File: config.mk
export PLATFORM = sky130hd
export DESIGN_NAME = mux2_rr_arbiter
export DESIGN_NICKNAME = d
export VERILOG_FILES = /design/src/rtl/mux2_rr_arbiter.sv
export SDC_FILE = /design/constraint.sdc
export NUM_CORES = 1
export LEC_CHECK = 0
export CAP_MARGIN = 20
export CORE_AREA = 2 2 39 41
export DETAILED_ROUTE_END_ITERATION = 8
export DIE_AREA = 0 0 41 43
export HOLD_SLACK_MARGIN = 0.03
export PLACE_DENSITY_LB_ADDON = 0.2
export SKIP_LAST_GASP = 1
export SLEW_MARGIN = 20
export SYNTH_ARGS = -nofsm -noshare
export SYNTH_HDL_FRONTEND = slang
export SYNTH_SLANG_ARGS = --single-unit
File: constraint.sdc
create_clock -name CLK -period 2.05 [get_ports CLK]
set_clock_uncertainty 0.05 [all_clocks]
set_input_delay 0.3075 -clock CLK [delete_from_list [all_inputs] [get_ports CLK]]
set_output_delay 0.3075 -clock CLK [all_outputs]
set_load 0.005 [all_outputs]
File: src/rtl/mux2_rr_arbiter.sv
// Round-robin arbiter driving a gated 2:1 output mux shared by requesters A and B.
// Grants are bounded to MAX_HOLD cycles under contention, with one idle cycle on every hand-over.
module mux2_rr_arbiter #(
  parameter int WIDTH    = 1,
  parameter int MAX_HOLD = 4
) (
  input  logic             CLK,
  input  logic             RSTbar,
  input  logic             REQA,
  input  logic             REQB,
  input  logic [WIDTH-1:0] DA,
  input  logic [WIDTH-1:0] DB,
  output logic             GNTA,
  output logic             GNTB,
  output logic             SEL,
  output logic             Gbar,
  output logic [WIDTH-1:0] Y
);

  localparam int CW = (MAX_HOLD > 1) ? $clog2(MAX_HOLD) : 1;

  typedef enum logic [1:0] {
    IDLE    = 2'd0,
    GRANT_A = 2'd1,
    GRANT_B = 2'd2
  } state_t;

  state_t          state_reg;
  logic [CW-1:0]   cnt_reg;
  logic            last_reg;   // 0 = A served last, 1 = B served last
  logic            gnta_reg;
  logic            gntb_reg;
  logic            sel_reg;
  logic            gbar_reg;
  logic            hold_done;

  assign hold_done = (cnt_reg == CW'(MAX_HOLD - 1));

  always_ff @(posedge CLK) begin
    if (!RSTbar) begin
      state_reg <= IDLE;
      cnt_reg   <= '0;
      last_reg  <= 1'b1;
      gnta_reg  <= 1'b0;
      gntb_reg  <= 1'b0;
      sel_reg   <= 1'b0;
      gbar_reg  <= 1'b1;
    end else begin
      case (state_reg)
        IDLE: begin
          // On a tie the side that was not served last wins.
          if (REQA && (!REQB || last_reg)) begin
            state_reg <= GRANT_A;
            gnta_reg  <= 1'b1;
            sel_reg   <= 1'b0;
            gbar_reg  <= 1'b0;
            cnt_reg   <= '0;
          end else if (REQB) begin
            state_reg <= GRANT_B;
            gntb_reg  <= 1'b1;
            sel_reg   <= 1'b1;
            gbar_reg  <= 1'b0;
            cnt_reg   <= '0;
          end
        end
        GRANT_A: begin
          if (!REQA || (hold_done && REQB)) begin
            state_reg <= IDLE;
            gnta_reg  <= 1'b0;
            gbar_reg  <= 1'b1;
            last_reg  <= 1'b0;
            cnt_reg   <= '0;
          end else if (hold_done) begin
            cnt_reg <= '0;
          end else begin
            cnt_reg <= cnt_reg + 1'b1;
          end
        end
        GRANT_B: begin
          if (!REQB || (hold_done && REQA)) begin
            state_reg <= IDLE;
            gntb_reg  <= 1'b0;
            gbar_reg  <= 1'b1;
            last_reg  <= 1'b1;
            cnt_reg   <= '0;
          end else if (hold_done) begin
            cnt_reg <= '0;
          end else begin
            cnt_reg <= cnt_reg + 1'b1;
          end
        end
        default: begin
          state_reg <= IDLE;
          gnta_reg  <= 1'b0;
          gntb_reg  <= 1'b0;
          gbar_reg  <= 1'b1;
          cnt_reg   <= '0;
        end
      endcase
    end
  end

  assign GNTA = gnta_reg;
  assign GNTB = gntb_reg;
  assign SEL  = sel_reg;
  assign Gbar = gbar_reg;

  // Gated mux: output forced low whenever the enable is inactive.
  generate
    for (genvar gi = 0; gi < WIDTH; gi++) begin : g_mux
      assign Y[gi] = ~gbar_reg & (sel_reg ? DB[gi] : DA[gi]);
    end
  endgenerate

endmodule
# == After elaboration in Yosys (flattened, before gate mapping) ==
# Index checks and enable logic that the tools add are counted.
# Widths: inputs -> output; s select.
# totals
elab_cells,63
out_inout_bits,5
in_bits,6
register_bits,9
# classes
n_bitwise,4
reduce_logical,16
n_mux,26
eq_ne,9
add_sub_neg,1
# ops
operator,n
$mux 2,9
$pmux 2 s3,2
$mux 1,11
$ne 2x2->1 const B,5
$pmux 1 s3,3
$reduce_and 3->1,3
$eq 2x2->1 const B,2
$reduce_and 4->1,1
$reduce_bool 2->1,2
$logic_and 1x1->1,3
$logic_or 1x1->1,3
$ne 3x3->1 const B,1
$not 1->1,3
$add 2x1->2 const B,1
$eq 2x1->1 const B,1
$logic_not 1->1,2
$logic_not 2->1,1
$pmux 1 s2,1
$reduce_and 2->1,1
$and 1x1->1,1

# == Logic depth before layout (Yosys ltp) ==
# logic_depth
word_depth,5
ltp_mapped,7
depth_no_buf,6

# == Least setup slack after synthesis ==
# Ideal clock, no wire load.
# synth_path
path_kind,reg2reg
from,reg state_reg[1]
to,reg state_reg[0]
required_ps,1930
synth_period_minus_slack_ps,1623
arrival_ps,1503
n_path_buf,1
setup_time_ps,70
slack_ps,427
stages_incl_launch_ff,8
cell_sequence,dfxtp_1 inv_1 ha_1 and2_1 a32o_1 buf_6 or3_1 a21oi_1
# synth_via
elab_chain_len,3
word_cells_on_any_way,8
classes_between,5 x eq/ne; 1 x mux; 2 x reduce/logical
# synth_rtl
element,line,source
from (decl),28,state_t state_reg;
from (signal assigned),41,state_reg <= IDLE;
from (signal assigned),53,state_reg <= GRANT_A;
from (signal assigned),59,state_reg <= GRANT_B;
"$eq 2x2->1, or another cell as far along",49,case (state_reg)
$ne 2x2->1 (no source line) or $ne 3x3->1 (tied branches),-,
$reduce_and 3->1 (no source line),-,
# Several ways; a longest one is shown, not always the timed one.
# A chain may end at the register's enable or synchronous reset.

# == Final worst setup path ==
# layout_path
from,in DB
to,out Y
# layout_via
elab_chain_len,2
# layout_rtl
element,line,source
from (decl),12,"input logic [WIDTH-1:0] DB,"
$mux 1,111,assign Y[gi] = ~gbar_reg & (sel_reg ? DB[gi] : DA[gi]);
$and 1x1->1,111,
to (decl),17,output logic [WIDTH-1:0] Y
# No other way between the ends.

==> qor.yml <==
status: "finished, final reports clean"
hpwl_microns: 781
grt_usage: 0.150
grt_max_degree: 11
design.die.area_sq_um: 1760
ios: 11
finalCoreUtilization: 0.450
maxCapViolations: 0
finalHoldViolCount: 0
cts.sinks: 9
cts_setup_buffers: 0
tightest_slew_ps: 294
reg2reg_from: "state_reg[1]"
r2r_slack_ps: 330
finalPower_mw: 0.463
cts-resized-gates: 0
worstPathRequired_ps: 1690
rsz0062_at_grt: "false"
clock_path_buffers: 2
ys_warn_count: 0
fin_crit_ps: 1760
synth_cell_types: 23
vias_per_cell: 5.10
grt_overflow_total: 0
slew_headroom: 0.804
start_util: 0.342
vdd_drop_max_v: 0.000493
antenna_found_initial: 0
wl_microns: 1030
powerDensity_nw_per_um2: 743
whs_endpoint: "SEL"
worstSetupPathType: "input pin to primary output"
rows: 14
n_antenna_cell: 0
detail_route.wl_per_cell_microns: 11.9
area_growth_syn_to_layout_pct: 31.7
die_width_microns: 41
synth_area_sq_um: 473
ant_nets: 0
avgSynthCellArea_sq_um: 8.60
start_kind: "input pin"
crit_arrival_ps: 1410
hp-class: "register to register"
numPortBuffers: 10
maxSlewViolCount: 0
cts-root-buf: "clkbuf_4"
gp_congestion: 0.774
crit_fanout: 1
hold_depth: 2
vias: 439
drive_above_1_share: 0.100
ys_seq_area_frac: 0.381
dr.pass1.iters: 4
setup_ws_ps: 286
min_from: "SEL"
async_reset_ff_frac: 0
fin_cells: 86
die_h_microns: 43
cts_buffers: 3
yosysTopAreaCell: "dfxtp_1"
max_freq_mhz: 567
yosysMostFrequentCell: "dfxtp_1"
rr_endpoint: "state_reg[0]"
yosys-top-cells-count: "9 x dfxtp_1, 7 x inv_1, 5 x nand2_1, 5 x o21ai_0, 4 x ha_1"
final_nets: 81
grt_pass1_vias: 404
holdBufCountCts: 0
fin_setup_tns_ps: 0
setup_viol_count_final: 0
pre_cts_slack_ps: 91.0
fin_crit_sh: 0.861
post-synth-top-area-fraction: 0.381
cellLeakagePower_nw: 0.261
clk_latency_ps: 270
clkSlewWorstSetupHoldPaths_ps: 70
drc: 0
synth_edf_count: 0
grt_pass1_wl_microns: 1690
drt_iter0_drc: 3
syn_inst: 55
h-tree-depth: 1
syn_nets: 65
place_inst: 82
end_kind: "primary output"
synth_seq_cells: 9
cts_tree: "built"
r2r_cells: 6
core-area_sq_um: 1380
synth_area_leaders: "dfxtp_1 38%, ha_1 11%, inv_1 5.6%"
synth_ff_type: "dfxtp_1"
==> report_power, final <==
group / switching (mW) / leakage, nW / internal [mW]
clock network: 0.0665 / 0.0150 / 0.0752
registers: 0.0113 / 0.0739 / 0.192
logic: 0.0530 / 0.172 / 0.0650
==> worst max-delay path, cell delays in order <==
cell	delay (ps)
clkdlybuf4s50_1	450
mux2i_1	60
nor2_1	80
clkdlybuf4s50_1	500
==> cells by family after synthesis <==
family	synth area share
flops	0.381
mux	0.0212
fa+ha+maj	0.106
buf+inv	0.0794
compound gates	0.272
simple gates	0.140
==> metal layers <==
layer | wire (microns) | share of wire | vias up | global-route usage
met3 | 66 | 0.064 | 4 | 0.0785
met5 | 0 | 0 | - | 0
met4 | 34 | 0.033 | 0 | 0.100
met1 | 472 | 0.46 | 201 | 0.175
li1 | - | - | 226 | -
met2 | 452 | 0.44 | 8 | 0.203
==> layout by cell type, fill, tap and decap left out, drive strengths merged, types with 2 or more instances in the layout <==
master          n
buf             2
nand2           5
o21ai           5
a21oi           3
ha              4
clkbuf          4
a31oi           2
dfxtp           9
a32oi           2
o211ai          2
inv             7
nor2            3
clkdlybuf4s50  10
==> cell type report <==
cell class              instances  area (sq um)
clock buffers                   4          26.3
fillers                       145           761
inverters                       7          26.3
multi-input cells              38           255
flip-flops and latches          9           180
well taps                      16          20.0
repair buffers                 12           115
==> worst max path at each step <==
stage / from / end / slack (ps)
2_1_floorplan: state_reg[1] / state_reg[0] / 430
3_3_place_gp: REQA / state_reg[0] / 140
3_5_place_dp: REQA / state_reg[0] / 90
4_1_cts: DB / Y / 270
5_1_grt: state_reg[1] / state_reg[0] / 160
6_report: DB / Y / 290
==> metrics by stage <==
step | hold WS (ps) | instance area, sq um
6_report | 433 | 623
5_1_grt | 462 | 623
4_1_cts | 438 | 623
2_1_floorplan | 346 | 473
3_3_place_gp | 428 | 597
3_5_place_dp | 428 | 597
Power figures use the tool's default switching activity.
